File: config.mk
export PLATFORM = sky130hd
export DESIGN_NAME = signed_division_flat
export DESIGN_NICKNAME = d
export VERILOG_FILES = /design/src/rtl/signed_division_if.sv /design/src/rtl/signed_division.sv /design/src/flat_wrapper.sv
export SDC_FILE = /design/constraint.sdc
export NUM_CORES = 1
export LEC_CHECK = 0
export BUFFER_PORTS_ARGS = -buffer_cell sky130_fd_sc_hd__buf_2
export CORE_MARGIN = 5
export CORE_UTILIZATION = 40
export CTS_BUF_LIST = sky130_fd_sc_hd__clkbuf_16
export DETAILED_ROUTE_END_ITERATION = 10
export SLEW_MARGIN = 20
export SYNTH_ARGS = -nofsm -noshare
export SYNTH_HDL_FRONTEND = slang
export SYNTH_SLANG_ARGS = --single-unit
File: constraint.sdc
create_clock -name clk -period 1.9 [get_ports clk]
set_clock_uncertainty 0.1 [all_clocks]
set_input_delay 0.57 -clock clk [delete_from_list [all_inputs] [get_ports clk]]
set_output_delay 0.57 -clock clk [all_outputs]
set_load 0.01 [all_outputs]
File: src/rtl/signed_division_if.sv
// Handshake and operand/result bundle for the sign-magnitude divider.
//   master: drives start and operands, receives results and status
//   slave : the divider itself
interface signed_division_if #(
  parameter int unsigned W = 15,
  parameter int unsigned D = 4
);
  logic         start;
  logic [W-1:0] dvd_mag;
  logic         dvd_s;
  logic [D-1:0] dvs_mag;
  logic         dvs_s;
  logic [W-1:0] quo_mag;
  logic         quo_s;
  logic [D-1:0] rem_mag;
  logic         rem_s;
  logic         busy;
  logic         done;
  logic         div0;

  modport master (
    output start, dvd_mag, dvd_s, dvs_mag, dvs_s,
    input  quo_mag, quo_s, rem_mag, rem_s, busy, done, div0
  );

  modport slave (
    input  start, dvd_mag, dvd_s, dvs_mag, dvs_s,
    output quo_mag, quo_s, rem_mag, rem_s, busy, done, div0
  );
endinterface

File: src/rtl/signed_division.sv
// Sequential sign-magnitude restoring divider, one quotient bit per clock.
//   clk : rising-edge clock
//   rst : synchronous active-high reset
//   bus : start/operands in; quo/rem (sign-magnitude), busy, done, div0 out
// A request is accepted only in IDLE; W RUN steps follow, then a one-cycle
// DONE where results become valid and are held until the next DONE.
module signed_division #(
  parameter int unsigned W = 15,
  parameter int unsigned D = 4
) (
  input  logic              clk,
  input  logic              rst,
  signed_division_if.slave  bus
);

  localparam int unsigned CW = $clog2(W);

  typedef enum logic [1:0] {IDLE, RUN, DONE} state_t;

  state_t        state_q;
  state_t        state_n;
  logic [CW-1:0] cnt_q;
  logic [D:0]    pr_q;
  logic [W-1:0]  dvd_q;
  logic [D-1:0]  dvs_q;
  logic          dvd_s_q;
  logic          dvs_s_q;

  logic [D:0]    pr_sh;
  logic [D:0]    pr_nx;
  logic          qbit;
  logic [W-1:0]  quo_nx;
  logic          last_step;

  // One restoring step; dvd_q shifts out dividend bits and shifts in quotient bits.
  always_comb begin
    pr_sh     = (pr_q << 1) | {{D{1'b0}}, dvd_q[W-1]};
    qbit      = (pr_sh >= {1'b0, dvs_q});
    pr_nx     = qbit ? (pr_sh - {1'b0, dvs_q}) : pr_sh;
    quo_nx    = {dvd_q[W-2:0], qbit};
    last_step = (cnt_q == '0);
  end

  // Next-state logic
  always_comb begin
    state_n = state_q;
    case (state_q)
      IDLE:    if (bus.start) state_n = RUN;
      RUN:     if (last_step) state_n = DONE;
      DONE:    state_n = IDLE;
      default: state_n = IDLE;
    endcase
  end

  // State register
  always_ff @(posedge clk) begin
    if (rst) state_q <= IDLE;
    else     state_q <= state_n;
  end

  // Datapath and registered outputs
  always_ff @(posedge clk) begin
    if (rst) begin
      cnt_q       <= '0;
      pr_q        <= '0;
      dvd_q       <= '0;
      dvs_q       <= '0;
      dvd_s_q     <= 1'b0;
      dvs_s_q     <= 1'b0;
      bus.busy    <= 1'b0;
      bus.done    <= 1'b0;
      bus.quo_mag <= '0;
      bus.quo_s   <= 1'b0;
      bus.rem_mag <= '0;
      bus.rem_s   <= 1'b0;
      bus.div0    <= 1'b0;
    end else begin
      bus.busy <= (state_n != IDLE);
      bus.done <= (state_n == DONE);
      case (state_q)
        IDLE: begin
          if (bus.start) begin
            dvd_q   <= bus.dvd_mag;
            dvd_s_q <= bus.dvd_s;
            dvs_q   <= bus.dvs_mag;
            dvs_s_q <= bus.dvs_s;
            cnt_q   <= CW'(W - 1);
            pr_q    <= '0;
          end
        end
        RUN: begin
          pr_q  <= pr_nx;
          dvd_q <= quo_nx;
          cnt_q <= cnt_q - CW'(1);
          if (last_step) begin
            if (dvs_q == '0) begin
              // Divide-by-zero still runs all steps; result is a fixed marker.
              bus.quo_mag <= '1;
              bus.quo_s   <= 1'b0;
              bus.rem_mag <= '0;
              bus.rem_s   <= 1'b0;
              bus.div0    <= 1'b1;
            end else begin
              // Signs are suppressed on zero magnitudes: no negative zero.
              bus.quo_mag <= quo_nx;
              bus.quo_s   <= (dvd_s_q ^ dvs_s_q) & (|quo_nx);
              bus.rem_mag <= pr_nx[D-1:0];
              bus.rem_s   <= dvd_s_q & (|pr_nx[D-1:0]);
              bus.div0    <= 1'b0;
            end
          end
        end
        default: ;
      endcase
    end
  end

endmodule

File: src/flat_wrapper.sv
// flat-port wrapper written by rule: the top's interface ports become plain ports
module signed_division_flat 
#(
  parameter int unsigned W = 15,
  parameter int unsigned D = 4
)
  (clk, rst, bus_start, bus_dvd_mag, bus_dvd_s, bus_dvs_mag, bus_dvs_s, bus_quo_mag, bus_quo_s, bus_rem_mag, bus_rem_s, bus_busy, bus_done, bus_div0);
  signed_division_if #(.W(W), .D(D)) bus_i ();
  input  logic clk;
  input  logic rst;
  input wire logic [$bits(bus_i.start)-1:0] bus_start;
  input wire logic [$bits(bus_i.dvd_mag)-1:0] bus_dvd_mag;
  input wire logic [$bits(bus_i.dvd_s)-1:0] bus_dvd_s;
  input wire logic [$bits(bus_i.dvs_mag)-1:0] bus_dvs_mag;
  input wire logic [$bits(bus_i.dvs_s)-1:0] bus_dvs_s;
  output wire logic [$bits(bus_i.quo_mag)-1:0] bus_quo_mag;
  output wire logic [$bits(bus_i.quo_s)-1:0] bus_quo_s;
  output wire logic [$bits(bus_i.rem_mag)-1:0] bus_rem_mag;
  output wire logic [$bits(bus_i.rem_s)-1:0] bus_rem_s;
  output wire logic [$bits(bus_i.busy)-1:0] bus_busy;
  output wire logic [$bits(bus_i.done)-1:0] bus_done;
  output wire logic [$bits(bus_i.div0)-1:0] bus_div0;
  assign bus_i.start = bus_start;
  assign bus_i.dvd_mag = bus_dvd_mag;
  assign bus_i.dvd_s = bus_dvd_s;
  assign bus_i.dvs_mag = bus_dvs_mag;
  assign bus_i.dvs_s = bus_dvs_s;
  assign bus_quo_mag = bus_i.quo_mag;
  assign bus_quo_s = bus_i.quo_s;
  assign bus_rem_mag = bus_i.rem_mag;
  assign bus_rem_s = bus_i.rem_s;
  assign bus_busy = bus_i.busy;
  assign bus_done = bus_i.done;
  assign bus_div0 = bus_i.div0;
  signed_division #(.W(W), .D(D)) u_core (.clk(clk), .rst(rst), .bus(bus_i));
endmodule
==> results.md, run 1 <==
- Status: finished, final reports clean
- Top_reg_cell synth: dfxtp_1
- Combinational power share: between 20% and 30%
- Port bufs: 47
- Tmin final: around 1.8 ns
- Sw Ratio: between 20 and 30%
- WL per Instance: 14.04 µm
- Mapped Area: ~0.0025 mm²
- H-tree depth: 2
- R2r endpoint: u_core.bus.rem_s$_SDFFE_PP0P_
- Max IR drop VDD: 0.4647 mV
- Worst Reg-to-Reg Cells: 7
- Root Driver: clkbuf_16
- Yosys reg bits: 55
- Avg Inst Size Synth: slightly above 8 µm²
- RSZ-0062 raised after global routing: yes
- Routed Antenna Nets: 0
- Share of layout cells above drive strength 1: between 20% and 30%
- Max Fclk: ~550 MHz
- Fill cells: a little under 600
- Setup slack after layout: 0.07638 ns
- Most common cell after layout, fill and taps aside: dfxtp_1
- # IOs: 48
- Antenna diodes: 0
- Clock-pin slew on the worst setup and hold paths: 0.07 ns
- Largest net degree at the start of global routing: 30
- Final Hold Vio Count: 0
- Die Ht: ~90 µm
- CTS buffer count: 5
- Synth warnings: 0
- Gr usage total: 16.37%
- Clk sinks: between 50 and 60
- Max-cap violations: 0
- Fin area: approximately 0.0031 mm²
- Chip Width: between 80 and 90 µm
- Setup TNS: 0 ns
- Seq pwr share: 40.4%
- Die area: around 0.008 mm²
- Clk pwr share: 35.0%
- Final setup vio count: 0
- Worst Setup End Kind: register
- Synth-to-layout area growth: 25.58%
- Nets: about 390
- Multi-input gate area: around 0.0013 mm²
- CP top delay family: simple AND/OR/NAND/NOR gates
- Number of global-route vias before repair: 2115
- Commonest non-fill, non-tap cells in the layout: 54 x dfxtp_1, 50 x nor2_1, 47 x buf_2, 44 x nand2_1, 28 x nor3_1
- Drt drc: 0
- Startpoint Class: register
- Crit Path Category: register to register
- Distinct cells, synth: 46
- Post-synth EDFFs: 0
- DRT Wirelength: just over 6000 µm
- CP max stage cell: dfxtp_1
- Gr ovfl total: 0
- Post-DP HPWL: ~4500 µm
- Sequential share of the synthesized area: ~44%
- Via count: about 2200
- Period utilization: 95.98%
- Final hold slack: ~0.35 ns
- Worst-path fanout max: 5
- Cell Area, Placed: around 0.0029 mm²
- Slew @ Worst Pin: approximately 0.42 ns
- Total power draw: roughly 3.4 mW
- Hold WC Path Type: register to register
- FF+latch area: between 0.001 and 0.0015 mm²
- CTS tree: done
- Initial core utilization: about two fifths
- 1st-iter DRT viols: about 130
- Placement Setup Slack: 0.02840 ns
- Worst Setup SP: u_core.dvs_q[2]$_SDFFE_PP0P_
- CP Depth: 7
- # rows: 28
- Core ar.: 0.005991 mm²
- Cell Int Power: about 2.4 mW
- Leak: 1.300 nW
- Power per standard cell area: around 1100 mW/mm²
- Post-Syn Nets: about 330
- Post-synth ARST share: 0%
- CP Data Arrival Time: 1.90 ns
- Clk_lat worst skew: 0.29 ns
- WP data required: between 1.5 and 2 ns
- Cell count after synthesis: 304
- 1st-pass router iterations: 4
- Crit path cell chain: inv_1 > ha_2 > nor4_4 > o21ai_2 > and3_4 > nor4_2 > a31oi_1
- Slew Limit Fails: 0
- Slew margin rel.: 72.27%
- Worst reg2reg startpoint: u_core.dvs_q[2]$_SDFFE_PP0P_
- Global-route wire length before repair: about 10000 µm
- Initial antenna violation count: 0
- Worst setup endpoint: u_core.bus.rem_s$_SDFFE_PP0P_
- GP Congestion: about 0.82
- Delay of the slowest critical-path stage: 0.33 ns
- CP bufs+invs: 1
- CTS Hold Bufs: 0
- Clk buf depth: 2
- Net Sw Power: 1.007 mW
- Vias/cell: ~5.1
- R2r setup slk: around 0.076 ns
## Yosys cell counts, drive strengths merged (2+ instances only)
cell | n | area share, %
nor3 | 28 | 5.6
dfxtp | 55 | 44
nor3b | 2 | 0.80
xnor2 | 3 | 1.1
nor2 | 54 | 8.3
nor4 | 7 | 3.8
buf | 10 | 2.5
and2 | 3 | 0.75
a211oi | 4 | 1.2
a311oi | 13 | 4.6
o21ai | 10 | 2.2
nand2 | 44 | 6.6
clkbuf | 8 | 1.2
a21oi | 17 | 3.4
nand3 | 4 | 0.80
mux2i | 3 | 1.2
o211ai | 6 | 1.8
ha | 5 | 2.5
inv | 10 | 1.5
## metrics by stage
stage | utilization, % | instances
final | 52.40 | 437
after detailed placement | 48.60 | 428
after floorplan | - | 304
after CTS | 51.88 | 436
after global routing | 52.40 | 437
after global placement | 48.60 | 428
## power by group through the flow
| stage | clock [mW] | combinational [mW] | sequential (mW) |
|---|---|---|---|
| 5_1_grt | 1.28 | 0.949 | 1.40 |
| 3_5_place_dp | 0 | 0.815 | 1.40 |
| 6_report | 1.20 | 0.842 | 1.38 |
| 3_3_place_gp | 0 | 0.815 | 1.40 |
| 2_1_floorplan | 0 | 0.553 | 1.40 |
| 4_1_cts | 1.23 | 0.819 | 1.38 |
## routing by layer
layer | GRT usage [%] | vias to the layer above | part of all wire, %
met5 | 0 | - | 0
met4 | 4.465 | 0 | 1.2
met3 | 4.055 | 8 | 5.8
met2 | 24.02 | 59 | 44
met1 | 23.89 | 1008 | 49
li1 | - | 1173 | -
## registers in the layout, summed over array words and instances (netlist names), 2 cells and up
name / cells
u_core.bus.quo_mag: 15
u_core.dvd_q: 15
u_core.bus.rem_mag: 4
u_core.cnt_q: 4
u_core.dvs_q: 4
u_core.pr_q: 4
u_core.state_q: 2
## worst reg2reg max path, delay by kind of cell, from the launching register on
kind / cells / cell delay (ns)
compound gates: 2 / 0.24
fa+ha+maj: 1 / 0.22
buf+inv: 1 / 0.06
flops: 1 / 0.33
simple gates: 3 / 0.76
## logic make-up after synthesis
group	count (synthesis)	synth area share, %
AO/OA/AOI/OAI	57	15.47
adder cells (fa/ha/maj)	6	3.303
multiplexers	3	1.201
AND/OR/NAND/NOR	151	29.38
flip-flops	55	44.04
XOR/XNOR	4	1.402
buffers and inverters	28	5.205
## how the worst min path moves through the flow
stage / start / endpoint / slack [ns] / depth (start not counted)
floorplan: u_core.pr_q[2]$_SDFFE_PP0P_ / u_core.pr_q[2]$_SDFFE_PP0P_ / 0.37 / 2
global placement: u_core.bus.rem_mag[1]$_SDFFE_PP0P_ / u_core.bus.rem_mag[1]$_SDFFE_PP0P_ / 0.34 / 2
detailed placement: u_core.bus.rem_mag[3]$_SDFFE_PP0P_ / u_core.bus.rem_mag[3]$_SDFFE_PP0P_ / 0.35 / 2
CTS: u_core.bus.rem_mag[3]$_SDFFE_PP0P_ / u_core.bus.rem_mag[3]$_SDFFE_PP0P_ / 0.36 / 2
global route: u_core.bus.rem_mag[2]$_SDFFE_PP0P_ / u_core.bus.rem_mag[2]$_SDFFE_PP0P_ / 0.39 / 2
finish: u_core.bus.rem_mag[3]$_SDFFE_PP0P_ / u_core.bus.rem_mag[3]$_SDFFE_PP0P_ / 0.35 / 2
## repair_timing
| action | in CTS | in global routing |
|---|---|---|
| resized for setup | 0 | 8 |
| buffers inserted | 0 | 1 |
| setup endpoints to repair | 0 | 11 |
## layout make-up
| cell class | count | share of cell area [%] |
|---|---|---|
| inverter | 10 | 1.196 |
| timing repair buffer | 68 | 13.31 |
| clock buffer | 5 | 3.986 |
| multi-input combinational | 221 | 41.13 |
| tap | 75 | 2.989 |
| sequential | 55 | 35.11 |
| clock inverter | 3 | 2.272 |
Power figures use the tool's default switching activity.
==> inputs of run 2 (changes only) <==
PLACE_DENSITY_LB_ADDON = 0.05   (was default)
==> results.md, run 2 (synthesis gave the netlist of run 1 again) <==
- Status: finished, final reports clean (unchanged)
- Drt drc: 0 (unchanged)
- Slew @ Worst Pin: 0.4316 ns (was 0.4160 ns)
- CP top delay family: adder cells (was simple AND/OR/NAND/NOR gates)
- Commonest non-fill, non-tap cells in the layout: 51 x dfxtp_1, 49 x nor2_1, 47 x buf_2, 43 x nand2_1, 28 x nor3_1 (was 54 x dfxtp_1, 50 x nor2_1, 47 x buf_2, 44 x nand2_1, 28 x nor3_1)
- Slew margin rel.: 71.23% (was 72.27%)
- Gr ovfl total: 0 (unchanged)
- Delay of the slowest critical-path stage: 0.44 ns (was 0.33 ns)
- Crit Path Category: register to register (unchanged)
- # IOs: 48 (unchanged)
- Port bufs: 47 (unchanged)
- CP bufs+invs: 2 (was 1)
- Initial core utilization: 41.73% (unchanged)
- Post-DP HPWL: 4507 µm (was 4542 µm)
- Core ar.: 0.005991 mm² (unchanged)
- Hold WC Path Type: register to register (unchanged)
- CP max stage cell: fa_1 (was dfxtp_1)
- Number of global-route vias before repair: 2098 (was 2115)
- R2r endpoint: u_core.bus.rem_s$_SDFFE_PP0P_ (unchanged)
- RSZ-0062 raised after global routing: yes (unchanged)
- Most common cell type on the critical path: inv_1
- Placement Setup Slack: -0.0008316 ns (was 0.02840 ns)
- Cell Area, Placed: 0.002894 mm² (was 0.002912 mm²)
- Setup slack after layout: 0.07214 ns (was 0.07638 ns)
- Nets: 390 (was 391)
- WL per Instance: 14.53 µm (was 14.04 µm)
- Crit path cell chain: inv_1 > ha_2 > inv_1 > fa_1 > and3_4 > nor4_4 > a31oi_1 (was inv_1 > ha_2 > nor4_4 > o21ai_2 > and3_4 > nor4_2 > a31oi_1)
- Setup TNS: 0 ns (unchanged)
- Final setup vio count: 0 (unchanged)
- Slew Limit Fails: 0 (unchanged)
- Worst Setup SP: u_core.dvd_q[14]$_SDFFE_PP0P_ (was u_core.dvs_q[2]$_SDFFE_PP0P_)
- Root Driver: clkbuf_16 (unchanged)
- GP Congestion: 0.9247 (was 0.8202)
- Max Fclk: 547.1 MHz (was 548.4 MHz)
- Max-cap violations: 0 (unchanged)
- Initial antenna violation count: 0 (unchanged)
- Final Hold Vio Count: 0 (unchanged)
- Worst reg2reg startpoint: u_core.dvd_q[14]$_SDFFE_PP0P_ (was u_core.dvs_q[2]$_SDFFE_PP0P_)
- Worst Setup End Kind: register (unchanged)
- WP data required: 1.98 ns (about the same)
- Max IR drop VDD: 0.6253 mV (was 0.4647 mV)
- Startpoint Class: register (unchanged)
- CTS Hold Bufs: 0 (unchanged)
- Share of layout cells above drive strength 1: 28.53% (was 25.41%)
- Leak: 1.298 nW (was 1.300 nW)
- Tmin final: 1.828 ns (was 1.824 ns)
- 1st-pass router iterations: 5 (was 4)
- Antenna diodes: 0 (unchanged)
- Fin area: 0.003186 mm² (was 0.003139 mm²)
- Vias/cell: 5.156 (was 5.144)
- Non-Filler Instances: 436 (was 437)
- CP Depth: 7 (unchanged)
- R2r setup slk: 0.07 ns (was 0.08 ns)
- Clk buf depth: 2 (unchanged)
- Final hold slack: 0.3522 ns (was 0.3530 ns)
- 1st-iter DRT viols: 113 (was 125)
- Global-route wire length before repair: 10320 µm (was 10170 µm)
- DRT Wirelength: 6334 µm (was 6136 µm)
- Most common cell after layout, fill and taps aside: dfxtp_1 (unchanged)
- Power per standard cell area: 1052 mW/mm² (was 1090 mW/mm²)
- Total power draw: 3.352 mW (was 3.420 mW)
- Via count: 2248 (unchanged)
- Placed cells: 424 (was 428)
- Largest net degree at the start of global routing: 56 (was 30)
- Clk_lat worst skew: 0.29 ns (about the same)
- # rows: 28 (unchanged)
- H-tree depth: 2 (unchanged)
- CTS tree: done (unchanged)
- Die Ht: 89.06 µm (unchanged)
- Top flop regs: u_core.bus.quo_mag: 15 flops, u_core.dvd_q: 15 flops (unchanged)
- Clock-pin slew on the worst setup and hold paths: 0.07 ns (about the same)
- Worst setup endpoint: u_core.bus.rem_s$_SDFFE_PP0P_ (unchanged)
- Die area: 0.007931 mm² (unchanged)
- Worst Reg-to-Reg Cells: 7 (unchanged)
- Worst-path fanout max: 3 (was 5)
- Gr usage total: 16.46% (was 16.37%)
- Period utilization: 96.20% (was 95.98%)
- Fill cells: 588 (was 590)
- Chip Width: 89.06 µm (unchanged)
- Clk sinks: 55 (unchanged)
- Synth-to-layout area growth: 27.43% (was 25.58%)
- CTS buffer count: 5 (unchanged)
- Routed Antenna Nets: 0 (unchanged)
- CP Data Arrival Time: 1.91 ns (was 1.90 ns)
- Final Core Density: 53.17% (was 52.40%)
[run 2: changes by cell type in the layout (fill, tap and decap cells not counted), moves of 2 or more]
| cell | change |
|---|---|
| ha_1 | -3 |
| dfxtp_2 | +3 |
| ha_4 | +3 |
| inv_1 | -2 |
| inv_2 | +2 |
| buf_4 | -2 |
| dfxtp_1 | -3 |
[run 2: repair_timing]
item / in CTS / in global routing
gates resized for setup: 1 / 24
setup buffers: 0 / 4
pin swaps: 0 / 8
endpoints found under the setup margin: 1 / 11
[run 2: tightest hold or removal path: cells and delay by family (launching register included)]
kind               cells  cell delay, ns
and+or+nand+nor        1            0.05
DFF                    1            0.31
AOI/OAI and AO/OA      1            0.05
[run 2: layout make-up]
| cell class | count | area [µm²] | area share, % |
|---|---|---|---|
| sequential | 55 | 1106 | 34.72 |
| multi-input combinational | 221 | 1354 | 42.50 |
| tap | 75 | 93.84 | 2.946 |
| clock buffer | 5 | 125.1 | 3.928 |
| inverter | 10 | 37.54 | 1.178 |
| timing repair buffer | 67 | 422.9 | 13.28 |
| clock inverter | 3 | 46.29 | 1.453 |
[run 2: routing by layer]
layer	routed length, µm	vias to the layer above	track usage [%]
met5	0	-	0
met4	82	0	5.277
met3	299	8	3.318
met2	2618	49	23.41
met1	3333	1016	24.80
li1	-	1175	-
[run 2: worst min-delay path by stage]
stage | startpoint | slack (ns) | endpoint | depth (start not counted)
detailed placement | u_core.bus.rem_mag[0]$_SDFFE_PP0P_ | 0.34 | u_core.bus.rem_mag[0]$_SDFFE_PP0P_ | 2
CTS | u_core.bus.rem_mag[0]$_SDFFE_PP0P_ | 0.35 | u_core.bus.rem_mag[0]$_SDFFE_PP0P_ | 2
global route | u_core.bus.rem_mag[0]$_SDFFE_PP0P_ | 0.37 | u_core.bus.rem_mag[0]$_SDFFE_PP0P_ | 2
finish | u_core.bus.rem_mag[0]$_SDFFE_PP0P_ | 0.35 | u_core.bus.rem_mag[0]$_SDFFE_PP0P_ | 2
global placement | u_core.bus.div0$_SDFFE_PP0P_ | 0.34 | u_core.bus.div0$_SDFFE_PP0P_ | 2
floorplan | u_core.pr_q[2]$_SDFFE_PP0P_ | 0.37 | u_core.pr_q[2]$_SDFFE_PP0P_ | 2
[run 2: power breakdown]
| group | total (mW) | leakage, nW | switching, mW | internal [mW] |
|---|---|---|---|---|
| Sequential | 1.38 | 0.453 | 0.108 | 1.27 |
| Clock | 1.06 | 0.0804 | 0.432 | 0.627 |
| Combinational | 0.911 | 0.765 | 0.496 | 0.416 |
==> inputs of run 3 (changes only) <==
ABC_AREA = 1   (was default)
==> results.md, run 3 <==
- Port bufs: 47 (unchanged)
- # rows: 27 (was 28)
- Final Hold Vio Count: 0 (unchanged)
- Largest net degree at the start of global routing: 29 (was 56)
- 1st-pass router iterations: 4 (was 5)
- WP data required: 1.97 ns (was 1.98 ns)
- Routed Antenna Nets: 0 (unchanged)
- Gr ovfl total: 0 (unchanged)
- Mapped Area: 0.002341 mm² (was 0.002500 mm²)
- Initial antenna violation count: 0 (unchanged)
- CTS Hold Bufs: 0 (unchanged)
- Root Driver: clkbuf_16 (unchanged)
- Top flop regs: u_core.bus.quo_mag: 15 flops, u_core.dvd_q: 15 flops (unchanged)
- Hold worst-path end: u_core.bus.rem_mag[0]$_SDFFE_PP0P_ (unchanged)
- CTS tree: done (unchanged)
- Power per standard cell area: 1121 mW/mm² (was 1052 mW/mm²)
- Final setup vio count: 0 (unchanged)
- Status: finished, final reports clean (unchanged)
- # IOs: 48 (unchanged)
- Clk sinks: 55 (unchanged)
- Sequential share of the synthesized area: 47.03% (was 44.04%)
- Crit path cell chain: inv_1 > ha_4 > a21oi_2 > nand2_1 > nand2_2 > nand2_4 > buf_4 > o211ai_1 > a21oi_1 (was inv_1 > ha_2 > inv_1 > fa_1 > and3_4 > nor4_4 > a31oi_1)
- Via count: 2102 (was 2248)
- Clk buf depth: 2 (unchanged)
- Combinational power share: 26.6% (was 27.2%)
- Min-Delay Path Depth: 2 (unchanged)
- GP Congestion: 0.8065 (was 0.9247)
- Largest area contributor in the netlist: dfxtp_1 (unchanged)
- Synth-to-layout area growth: 23.57% (was 27.43%)
- Nets: 370 (was 390)
- Seq pwr share: 42.3% (was 41.2%)
- Top_reg_cell synth: dfxtp_1 (unchanged)
- WL per Instance: 14.23 µm (was 14.53 µm)
- R2r endpoint: u_core.bus.quo_s$_SDFFE_PP0P_ (was u_core.bus.rem_s$_SDFFE_PP0P_)
- Yosys reg bits: 55 (unchanged)
- Top cell type's share of synthesized area: 47.03% (was 44.04%)
- Post-DP HPWL: 4172 µm (was 4507 µm)
- Slew @ Worst Pin: 0.4899 ns (was 0.4316 ns)
- CP Data Arrival Time: 1.87 ns (was 1.91 ns)
- 1st-iter DRT viols: 128 (was 113)
- Net Sw Power: 1.013 mW (was 1.036 mW)
- Fill cells: 573 (was 588)
- Clock-pin slew on the worst setup and hold paths: 0.07 ns (about the same)
- Clk pwr share: 31.1% (was 31.6%)
- Slew margin rel.: 67.22% (was 71.23%)
- Cell count after synthesis: 289 (was 304)
- Worst-path fanout max: 5 (was 3)
- CTS buffer count: 5 (unchanged)
- Worst Setup End Kind: register (unchanged)
- CP bufs+invs: 2 (unchanged)
- Delay of the slowest critical-path stage: 0.32 ns (was 0.44 ns)
- Crit Path Category: register to register (unchanged)
- Post-synth ARST share: 0% (unchanged)
- Max-cap violations: 0 (unchanged)
- Post-synth EDFFs: 0 (unchanged)
- Drt drc: 0 (unchanged)
- Die area: 0.007482 mm² (was 0.007931 mm²)
- H-tree depth: 2 (unchanged)
- Commonest non-fill, non-tap cells in the layout: 53 x dfxtp_1, 50 x nand2_1, 47 x buf_2, 35 x o21ai_0, 28 x a21oi_1 (was 51 x dfxtp_1, 49 x nor2_1, 47 x buf_2, 43 x nand2_1, 28 x nor3_1)
- Max IR drop VDD: 0.5077 mV (was 0.6253 mV)
- DRT Wirelength: 5863 µm (was 6334 µm)
- Top post-synthesis cells by area: dfxtp_1 47%, nand2_1 8.8%, o21ai_0 7.5% (was dfxtp_1 44%, nor2_1 7.8%, nand2_1 6.6%)
- Worst Reg-to-Reg Cells: 9 (was 7)
- CP max stage cell: dfxtp_1 (was fa_1)
- CP top delay family: compound AO/OA/AOI/OAI gates (was adder cells)
- Vias/cell: 5.102 (was 5.156)
- Antenna diodes: 0 (unchanged)
- Global-route wire length before repair: 9701 µm (was 10320 µm)
- R2r setup slk: 0.1 ns (was 0.07 ns)
- Leak: 1.281 nW (was 1.298 nW)
- Clk_lat worst skew: 0.29 ns (about the same)
- Cell Int Power: 2.230 mW (was 2.316 mW)
- Synth warnings: 0 (unchanged)
- Share of layout cells above drive strength 1: 28.53% (about the same)
- Tmin final: 1.805 ns (was 1.828 ns)
- Max Fclk: 554.1 MHz (was 547.1 MHz)
- Commonest cells in the netlist: 55 x dfxtp_1, 55 x nand2_1, 35 x o21ai_0 (was 55 x dfxtp_1, 52 x nor2_1, 44 x nand2_1)
- Core ar.: 0.005608 mm² (was 0.005991 mm²)
- Number of global-route vias before repair: 1997 (was 2098)
- Final Core Density: 51.58% (was 53.17%)
- Setup slack after layout: 0.09541 ns (was 0.07214 ns)
- Slew Limit Fails: 0 (unchanged)
- Chip Width: 86.50 µm (was 89.06 µm)
- Hold WC Path Type: register to register (unchanged)
- Distinct cells, synth: 33 (was 46)
- Startpoint Class: register (unchanged)
- Die Ht: 86.50 µm (was 89.06 µm)
- Hold Crit Start: u_core.bus.rem_mag[0]$_SDFFE_PP0P_ (unchanged)
- Initial core utilization: 41.74% (was 41.73%)
- Most common cell after layout, fill and taps aside: dfxtp_1 (unchanged)
- Gr usage total: 16.32% (was 16.46%)
- Post-Syn Nets: 319 (was 334)
- Avg Inst Size Synth: 8.100 µm² (was 8.223 µm²)
- Sw Ratio: 31.23% (was 30.91%)
- Worst reg2reg startpoint: u_core.dvs_q[2]$_SDFFE_PP0P_ (was u_core.dvd_q[14]$_SDFFE_PP0P_)
- Placement Setup Slack: 0.0005380 ns (was -0.0008316 ns)
- Period utilization: 94.98% (was 96.20%)
-- run 3: cell count changes after synthesis, sizes merged, moves of 5 or more --
cell / before / now
nor2: 54 / 16
nor3: 28 / 2
o21ai: 10 / 35
inv: 10 / 31
a21oi: 17 / 31
a311oi: 13 / 0
nand2: 44 / 57
nand3: 4 / 13
a221oi: 1 / 9
o221a: 0 / 6
buf: 10 / 5
nor4: 7 / 2
o211ai: 6 / 1
-- run 3: logic make-up after synthesis --
group                      after synthesis  share of synthesized area, %
and+or+nand+nor                         93                         18.17
DFF                                     55                         47.03
adders and majority gates                6                         3.528
buffers and inverters                   47                         8.337
xor gates and xnor gates                 2                        0.7484
AOI/OAI and AO/OA                       86                         22.18
-- run 3: power by group through the flow --
stage / clock (mW) / combinational, mW / sequential, mW
global route: 1.07 / 0.987 / 1.39
detailed placement: 0 / 0.794 / 1.39
finish: 1.01 / 0.864 / 1.37
CTS: 1.02 / 0.802 / 1.37
global placement: 0 / 0.788 / 1.39
floorplan: 0 / 0.546 / 1.40
-- run 3: worst max path at each step --
stage	from	cells after the start	slack [ns]	to
detailed placement	u_core.dvs_q[2]$_SDFFE_PP0P_	12	0.0005	u_core.bus.rem_s$_SDFFE_PP0P_
CTS	u_core.dvs_q[2]$_SDFFE_PP0P_	12	0.02	u_core.bus.rem_s$_SDFFE_PP0P_
floorplan	u_core.dvs_q[2]$_SDFFE_PP0P_	12	0.16	u_core.bus.rem_s$_SDFFE_PP0P_
finish	u_core.dvs_q[2]$_SDFFE_PP0P_	9	0.1	u_core.bus.quo_s$_SDFFE_PP0P_
global placement	u_core.dvs_q[2]$_SDFFE_PP0P_	12	0.06	u_core.bus.rem_s$_SDFFE_PP0P_
global route	u_core.dvs_q[2]$_SDFFE_PP0P_	12	-0.04	u_core.bus.rem_s$_SDFFE_PP0P_
-- run 3: timing repair --
item	4_1_cts	5_1_grt
setup endpoints to repair	1	9
endpoints found under the hold margin	0	0
gates cloned	0	0
setup buffers	0	2
gates resized for setup	1	15
pin swaps	1	5
-- run 3: routing by layer --
layer	share of wire (%)	GRT usage, %	vias to the layer above
met3	4.0	2.757	8
met2	45	25.52	37
met4	1.4	5.099	0
li1	-	-	1083
met5	0	0	-
met1	50	22.91	974
-- run 3: layout make-up --
cell class | count | area [µm²] | area share (%)
flip-flops and latches | 55 | 1104 | 38.15
multi-input cells | 187 | 1096 | 37.89
repair buffers | 57 | 310.3 | 10.73
inverters | 34 | 133.9 | 4.628
clock buffers | 5 | 125.1 | 4.325
well taps | 72 | 90.09 | 3.114
clock inverters | 2 | 33.78 | 1.168
-- run 3: through the flow --
| step | power (mW) | hold WS (ns) | instances | cell area (µm²) | TNS (ns) |
|---|---|---|---|---|---|
| global route | 3.445 | 0.3908 | 412 | 2893 | -0.08260 |
| CTS | 3.194 | 0.3683 | 410 | 2826 | 0 |
| finish | 3.243 | 0.3646 | 412 | 2893 | 0 |
| global placement | 2.180 | 0.3522 | 403 | 2665 | 0 |
| floorplan | 1.947 | 0.3449 | 289 | 2341 | 0 |
| detailed placement | 2.187 | 0.3570 | 403 | 2665 | 0 |
-- run 3: worst register-to-register path: cells and delay by family, from the launching register on --
kind,cells,cell delay (ns)
compound gates,3,0.44
fa+ha+maj,1,0.27
flops,1,0.32
simple gates,3,0.31
buf+inv,2,0.24
